`src/rtl/noc_credit_rx.sv`:
```
// Receive stage for credit-based (valid/yummy) NoC flits: DEPTH-entry FIFO with
// credit return on every dequeue, plus header-length packet framing on the output.
module noc_credit_rx #(
    parameter int DATA_WIDTH = 64,
    parameter int DEPTH      = 4,
    parameter int LEN_LSB    = 22,
    parameter int LEN_WIDTH  = 8
) (
    input  logic                  clock,
    input  logic                  reset,
    input  logic                  in_valid,
    input  logic [DATA_WIDTH-1:0] in_data,
    output logic                  in_yummy,
    output logic                  out_valid,
    output logic [DATA_WIDTH-1:0] out_data,
    output logic                  out_last,
    input  logic                  out_ready,
    output logic                  overflow
);

    localparam int PW = $clog2(DEPTH);
    localparam int CW = $clog2(DEPTH + 1);

    typedef enum logic {
        ST_HEAD = 1'b0,
        ST_BODY = 1'b1
    } state_e;

    logic [DATA_WIDTH-1:0] mem_q [DEPTH];
    logic [PW-1:0]         wr_ptr_q, wr_ptr_d;
    logic [PW-1:0]         rd_ptr_q, rd_ptr_d;
    logic [CW-1:0]         count_q, count_d;
    logic                  yummy_q;
    logic                  overflow_q;
    state_e                state_q;
    logic [LEN_WIDTH-1:0]  rem_q;

    logic                  deq_s, enq_s, full_s, drop_s;
    logic [LEN_WIDTH-1:0]  head_len_s;

    // FIFO handshake decode and next-state pointer/occupancy computation
    always_comb begin
        full_s   = (count_q == CW'(DEPTH));
        deq_s    = out_valid & out_ready;
        enq_s    = in_valid & (~full_s | deq_s);
        drop_s   = in_valid & full_s & ~deq_s;
        wr_ptr_d = wr_ptr_q;
        rd_ptr_d = rd_ptr_q;
        count_d  = count_q;
        if (enq_s) begin
            wr_ptr_d = wr_ptr_q + PW'(1);
        end else begin
            wr_ptr_d = wr_ptr_q;
        end
        if (deq_s) begin
            rd_ptr_d = rd_ptr_q + PW'(1);
        end else begin
            rd_ptr_d = rd_ptr_q;
        end
        case ({enq_s, deq_s})
            2'b10:   count_d = count_q + CW'(1);
            2'b01:   count_d = count_q - CW'(1);
            default: count_d = count_q;
        endcase
    end

    // FIFO control state, credit-return pulse and sticky credit-violation flag
    always_ff @(posedge clock) begin
        if (reset) begin
            wr_ptr_q   <= '0;
            rd_ptr_q   <= '0;
            count_q    <= '0;
            yummy_q    <= 1'b0;
            overflow_q <= 1'b0;
        end else begin
            wr_ptr_q   <= wr_ptr_d;
            rd_ptr_q   <= rd_ptr_d;
            count_q    <= count_d;
            yummy_q    <= deq_s;
            overflow_q <= overflow_q | drop_s;
        end
    end

    // Storage array; contents are meaningless while the matching slot is not occupied
    always_ff @(posedge clock) begin
        if (enq_s) begin
            mem_q[wr_ptr_q] <= in_data;
        end
    end

    // Framing FSM advances only when a flit leaves; body payload is never decoded
    always_ff @(posedge clock) begin
        if (reset) begin
            state_q <= ST_HEAD;
            rem_q   <= '0;
        end else if (deq_s) begin
            case (state_q)
                ST_HEAD: begin
                    if (head_len_s != LEN_WIDTH'(0)) begin
                        state_q <= ST_BODY;
                        rem_q   <= head_len_s;
                    end else begin
                        state_q <= ST_HEAD;
                    end
                end
                ST_BODY: begin
                    rem_q <= rem_q - LEN_WIDTH'(1);
                    if (rem_q == LEN_WIDTH'(1)) begin
                        state_q <= ST_HEAD;
                    end else begin
                        state_q <= ST_BODY;
                    end
                end
                default: begin
                    state_q <= ST_HEAD;
                    rem_q   <= '0;
                end
            endcase
        end else begin
            state_q <= state_q;
        end
    end

    // Output view: head entry and framing flag derived purely from registered state
    always_comb begin
        out_valid  = (count_q != CW'(0));
        out_data   = mem_q[rd_ptr_q];
        head_len_s = out_data[LEN_LSB +: LEN_WIDTH];
        out_last   = 1'b0;
        if (!out_valid) begin
            out_last = 1'b0;
        end else begin
            case (state_q)
                ST_HEAD: out_last = (head_len_s == LEN_WIDTH'(0));
                ST_BODY: out_last = (rem_q == LEN_WIDTH'(1));
                default: out_last = 1'b0;
            endcase
        end
        in_yummy = yummy_q;
        overflow = overflow_q;
    end

endmodule

```
`config.mk`:
```
export PLATFORM = sky130hd
export DESIGN_NAME = noc_credit_rx
export DESIGN_NICKNAME = d
export VERILOG_FILES = /design/src/rtl/noc_credit_rx.sv
export SDC_FILE = /design/constraint.sdc
export NUM_CORES = 1
export LEC_CHECK = 0
export CORE_UTILIZATION = 37
export CTS_CLUSTER_SIZE = 40
export DETAILED_ROUTE_END_ITERATION = 8
export PLACE_DENSITY = 0.62
export REMOVE_ABC_BUFFERS = 1
export SLEW_MARGIN = 20
export SYNTH_ARGS = -nofsm -noshare
export SYNTH_HDL_FRONTEND = slang
export SYNTH_SLANG_ARGS = --single-unit
```
`constraint.sdc`:
```
create_clock -name clock -period 7.2 [get_ports clock]
set_clock_uncertainty 0.1 [all_clocks]
set_input_delay 1.44 -clock clock [delete_from_list [all_inputs] [get_ports clock]]
set_output_delay 1.44 -clock clock [all_outputs]
set_load 0.05 [all_outputs]
```
==> qor.yml <==
sta:
  clock.fmax_ghz: 0.1660
  rsz0062_at_grt: "false"
  period_share: 0.8365
  finalSetupTns_ns: 0
  hold_viol_final: 0
  report.final.slew_viol_count: 0
  maxSlewHeadroom: 0.3101
  finalCriticalPeriod_ns: 6.023
  tightest_slew_ns: 1.035
  setup_violations: 0
grt:
  grt-ovfl-total: 0
  grt_usage: 0.1437
  grt_pass1_wl_mm: 31.39
  grt_max_degree: 65
  grt_pass1_vias: 5614
  antenna_found_initial: 0
placed_design:
  placed_area_sq_um: 12080
  port_buffers: 135
  gp_congestion: 0.8234
  hpwl_mm: 11.59
hold_path:
  worstHoldEndpoint: "overflow$_SDFF_PP0_"
  hp-start: "overflow$_SDFF_PP0_"
  min_path_type: "flop to flop"
  holdPathStages: 2
routing:
  num_vias: 5031
  drtAntennaViolNets: 0
  avgViaCountPerCell: 4.981
  drc_errors: 0
  wire_per_inst_microns: 19.63
  drt-total-wl_mm: 19.83
  dr.pass1.iters: 5
  drt-initial-drc-count: 357
setup_path:
  crit_slowest_cell: "dfxtp_4"
  cp_data_arrival_time_ns: 4.48
  r2r_cells: 5
  cpPeakStageDelay_ns: 0.86
  worstSetupEndpointType: "primary output"
  ff2ff_setup_slack_ns: 3.64
  worst_setup_path_start_kind: "flop"
  critPathKind: "flop to primary output"
  reg2reg_to: "rem_q[1]$_SDFFE_PP0P_"
  critPathMaxFanout: 39
  worstPathCellList: "mux4_2 -> or4_1 -> nor4_2 -> o21a_1 -> clkdlybuf4s50_1"
  cp.required_ns: 5.66
floorplan:
  die_w_microns: 168.9
  core-area_sq_um: 27100
  die_h_microns: 168.9
  num_io_pins: 136
  fp.dieArea_sq_um: 28520
  fp-row-count: 60
  start_util: 0.3802
synthesis:
  ys_types: 41
  syn_inst: 465
  ys_seq_area_frac: 0.7848
  avgSynthCellArea_sq_um: 22.16
  ys_seq_elements: 276
  syn_area_sq_um: 10300
  ys_warn_count: 0
final_layout:
  final_util: 0.4811
  diodes: 0
  final_net_count: 691
  layout-drive-gt1-share: 0.1897
  area_growth_pct: 26.53
  fillers: 2246
  stdcell_area_sq_um: 13040
  multiInputGateArea_sq_um: 2106
  regArea_sq_um: 8095
outcome:
  status: "complete, no violations"
power_and_ir_drop:
  p_leak_nw: 4.147
  p_per_area_nw_per_um2: 379.8
  ir_drop_mv: 0.2199
cts:
  clk_pin_slew_ns: 0.06
  cts_tree: "yes"
  ctsResizeCount: 0
  post_cts_buffers: 0
  cts_buffers: 30
  clockBufferDepth: 3
  root_buffer: "clkbuf_16"
  postCtsHoldBufs: 0
  h-tree-depth: 1
  cts_sinks: 276
  clkLatencyLatePin_ns: 0.54
job:
  maxCapViolCount: 0
==> sequential cells by signal (all words and copies together) (netlist names), named ones only <==
signal and cells:
wr_ptr_q 2, mem_q 256, state_q 1, rem_q 8, count_q 3, overflow 1, rd_ptr_q 2, in_yummy 1
==> placed cells by master (no fill, tap or decap), drive strengths merged, types with 7 or more instances in the layout <==
cell,synthesis,layout
edfxtp,256,256
clkdlybuf4s50,0,135
mux4,64,64
clkbuf,10,40
dfxtp,20,20
nor2,18,18
clkinv,0,12
inv,10,11
a21oi,10,10
ha,7,7
==> cell families (layout without fill, tap and decap cells) <==
group / count (synthesis) / after routing / share of synthesized area
simple gates: 45 / 45 / 0.02246
buf+inv: 30 / 203 / 0.01226
mux: 68 / 68 / 0.1440
compound gates: 33 / 33 / 0.02173
fa+ha+maj: 8 / 8 / 0.01044
xor+xnor: 5 / 5 / 0.004249
flops: 276 / 276 / 0.7848
==> final cells by class <==
class | instances | share of cell area
Timing Repair Buffer | 138 | 0.1054
Tap cell | 372 | 0.03570
Clock inverter | 15 | 0.01008
Sequential cell | 276 | 0.6209
Inverter | 10 | 0.002879
Multi-Input combinational cell | 159 | 0.1615
Clock buffer | 40 | 0.06362
==> worst max path at each step <==
stage,startpoint,end,slack [ns],cells after the start
after global placement,flop,out_last,1.78,5
after detailed placement,flop,out_last,1.68,5
after CTS,flop,out_last,1.10,5
after global routing,flop,out_last,0.89,5
final,flop,out_last,1.18,5
after floorplan,flop,out_last,0.40,4
==> cell usage after synthesis (all sizes together) <==
library cell    n  share of area
edfxtp        256           0.75
mux4           64           0.14
dfxtp          20          0.039
nor2           18         0.0066
a21oi          10         0.0049
buf            10         0.0050
clkbuf         10         0.0036
inv            10         0.0036
ha              7         0.0085
nand2           6         0.0022
o21ai           6         0.0029
or3             5         0.0030
and2            4         0.0024
xor2            4         0.0034
a22oi           3         0.0022
nor3            3         0.0015
o21a            3         0.0022
a211oi          2         0.0024
mux2            2         0.0022
mux2i           2         0.0019
nor2b           2         0.0012
nor4            2         0.0018
nor4b           2         0.0017
o31ai           2         0.0015
a21o            1        0.00073
a221oi          1        0.00085
a22o            1        0.00085
a311o           1        0.00097
a31oi           1        0.00061
a32oi           1        0.00085
and3            1        0.00061
fa              1         0.0019
nor3b           1        0.00073
o2bb2ai         1        0.00085
or4             1        0.00073
xnor2           1        0.00085
==> critical path: cells and delay by family (launching register included) <==
kind / cells / cell delay [ns]
muxes: 1 / 0.64
and+or+nand+nor: 2 / 1.40
DFF: 1 / 0.86
buffers and inverters: 1 / 0.80
AOI/OAI and AO/OA: 1 / 0.24
==> per-stage QoR <==
| stage | instances | hold slack [ns] | total power [mW] | setup slack [ns] |
|---|---|---|---|---|
| after floorplan | 445 | 0.3457 | 3.045 | 0.3986 |
| after detailed placement | 955 | 0.3560 | 3.527 | 1.682 |
| after CTS | 1010 | 0.3713 | 5.010 | 1.097 |
| after global routing | 1010 | 0.4078 | 5.151 | 0.8903 |
| after global placement | 955 | 0.3541 | 3.496 | 1.785 |
| final | 1010 | 0.3639 | 4.952 | 1.177 |
==> power by group <==
| part | switching [mW] | total, mW | internal [mW] |
|---|---|---|---|
| clock network | 0.596 | 1.47 | 0.878 |
| logic | 0.882 | 1.45 | 0.572 |
| registers | 0.116 | 2.02 | 1.91 |
| total | 1.59 | 4.95 | 3.36 |
==> per-layer routing <==
metal,part of all wire,global-route usage,vias to the layer above
met5,0,0,-
met4,0.025,0.04269,0
met3,0.062,0.03343,43
met2,0.51,0.2510,163
met1,0.40,0.1778,2594
li1,-,-,2231
(Power assumes the default switching activity.)
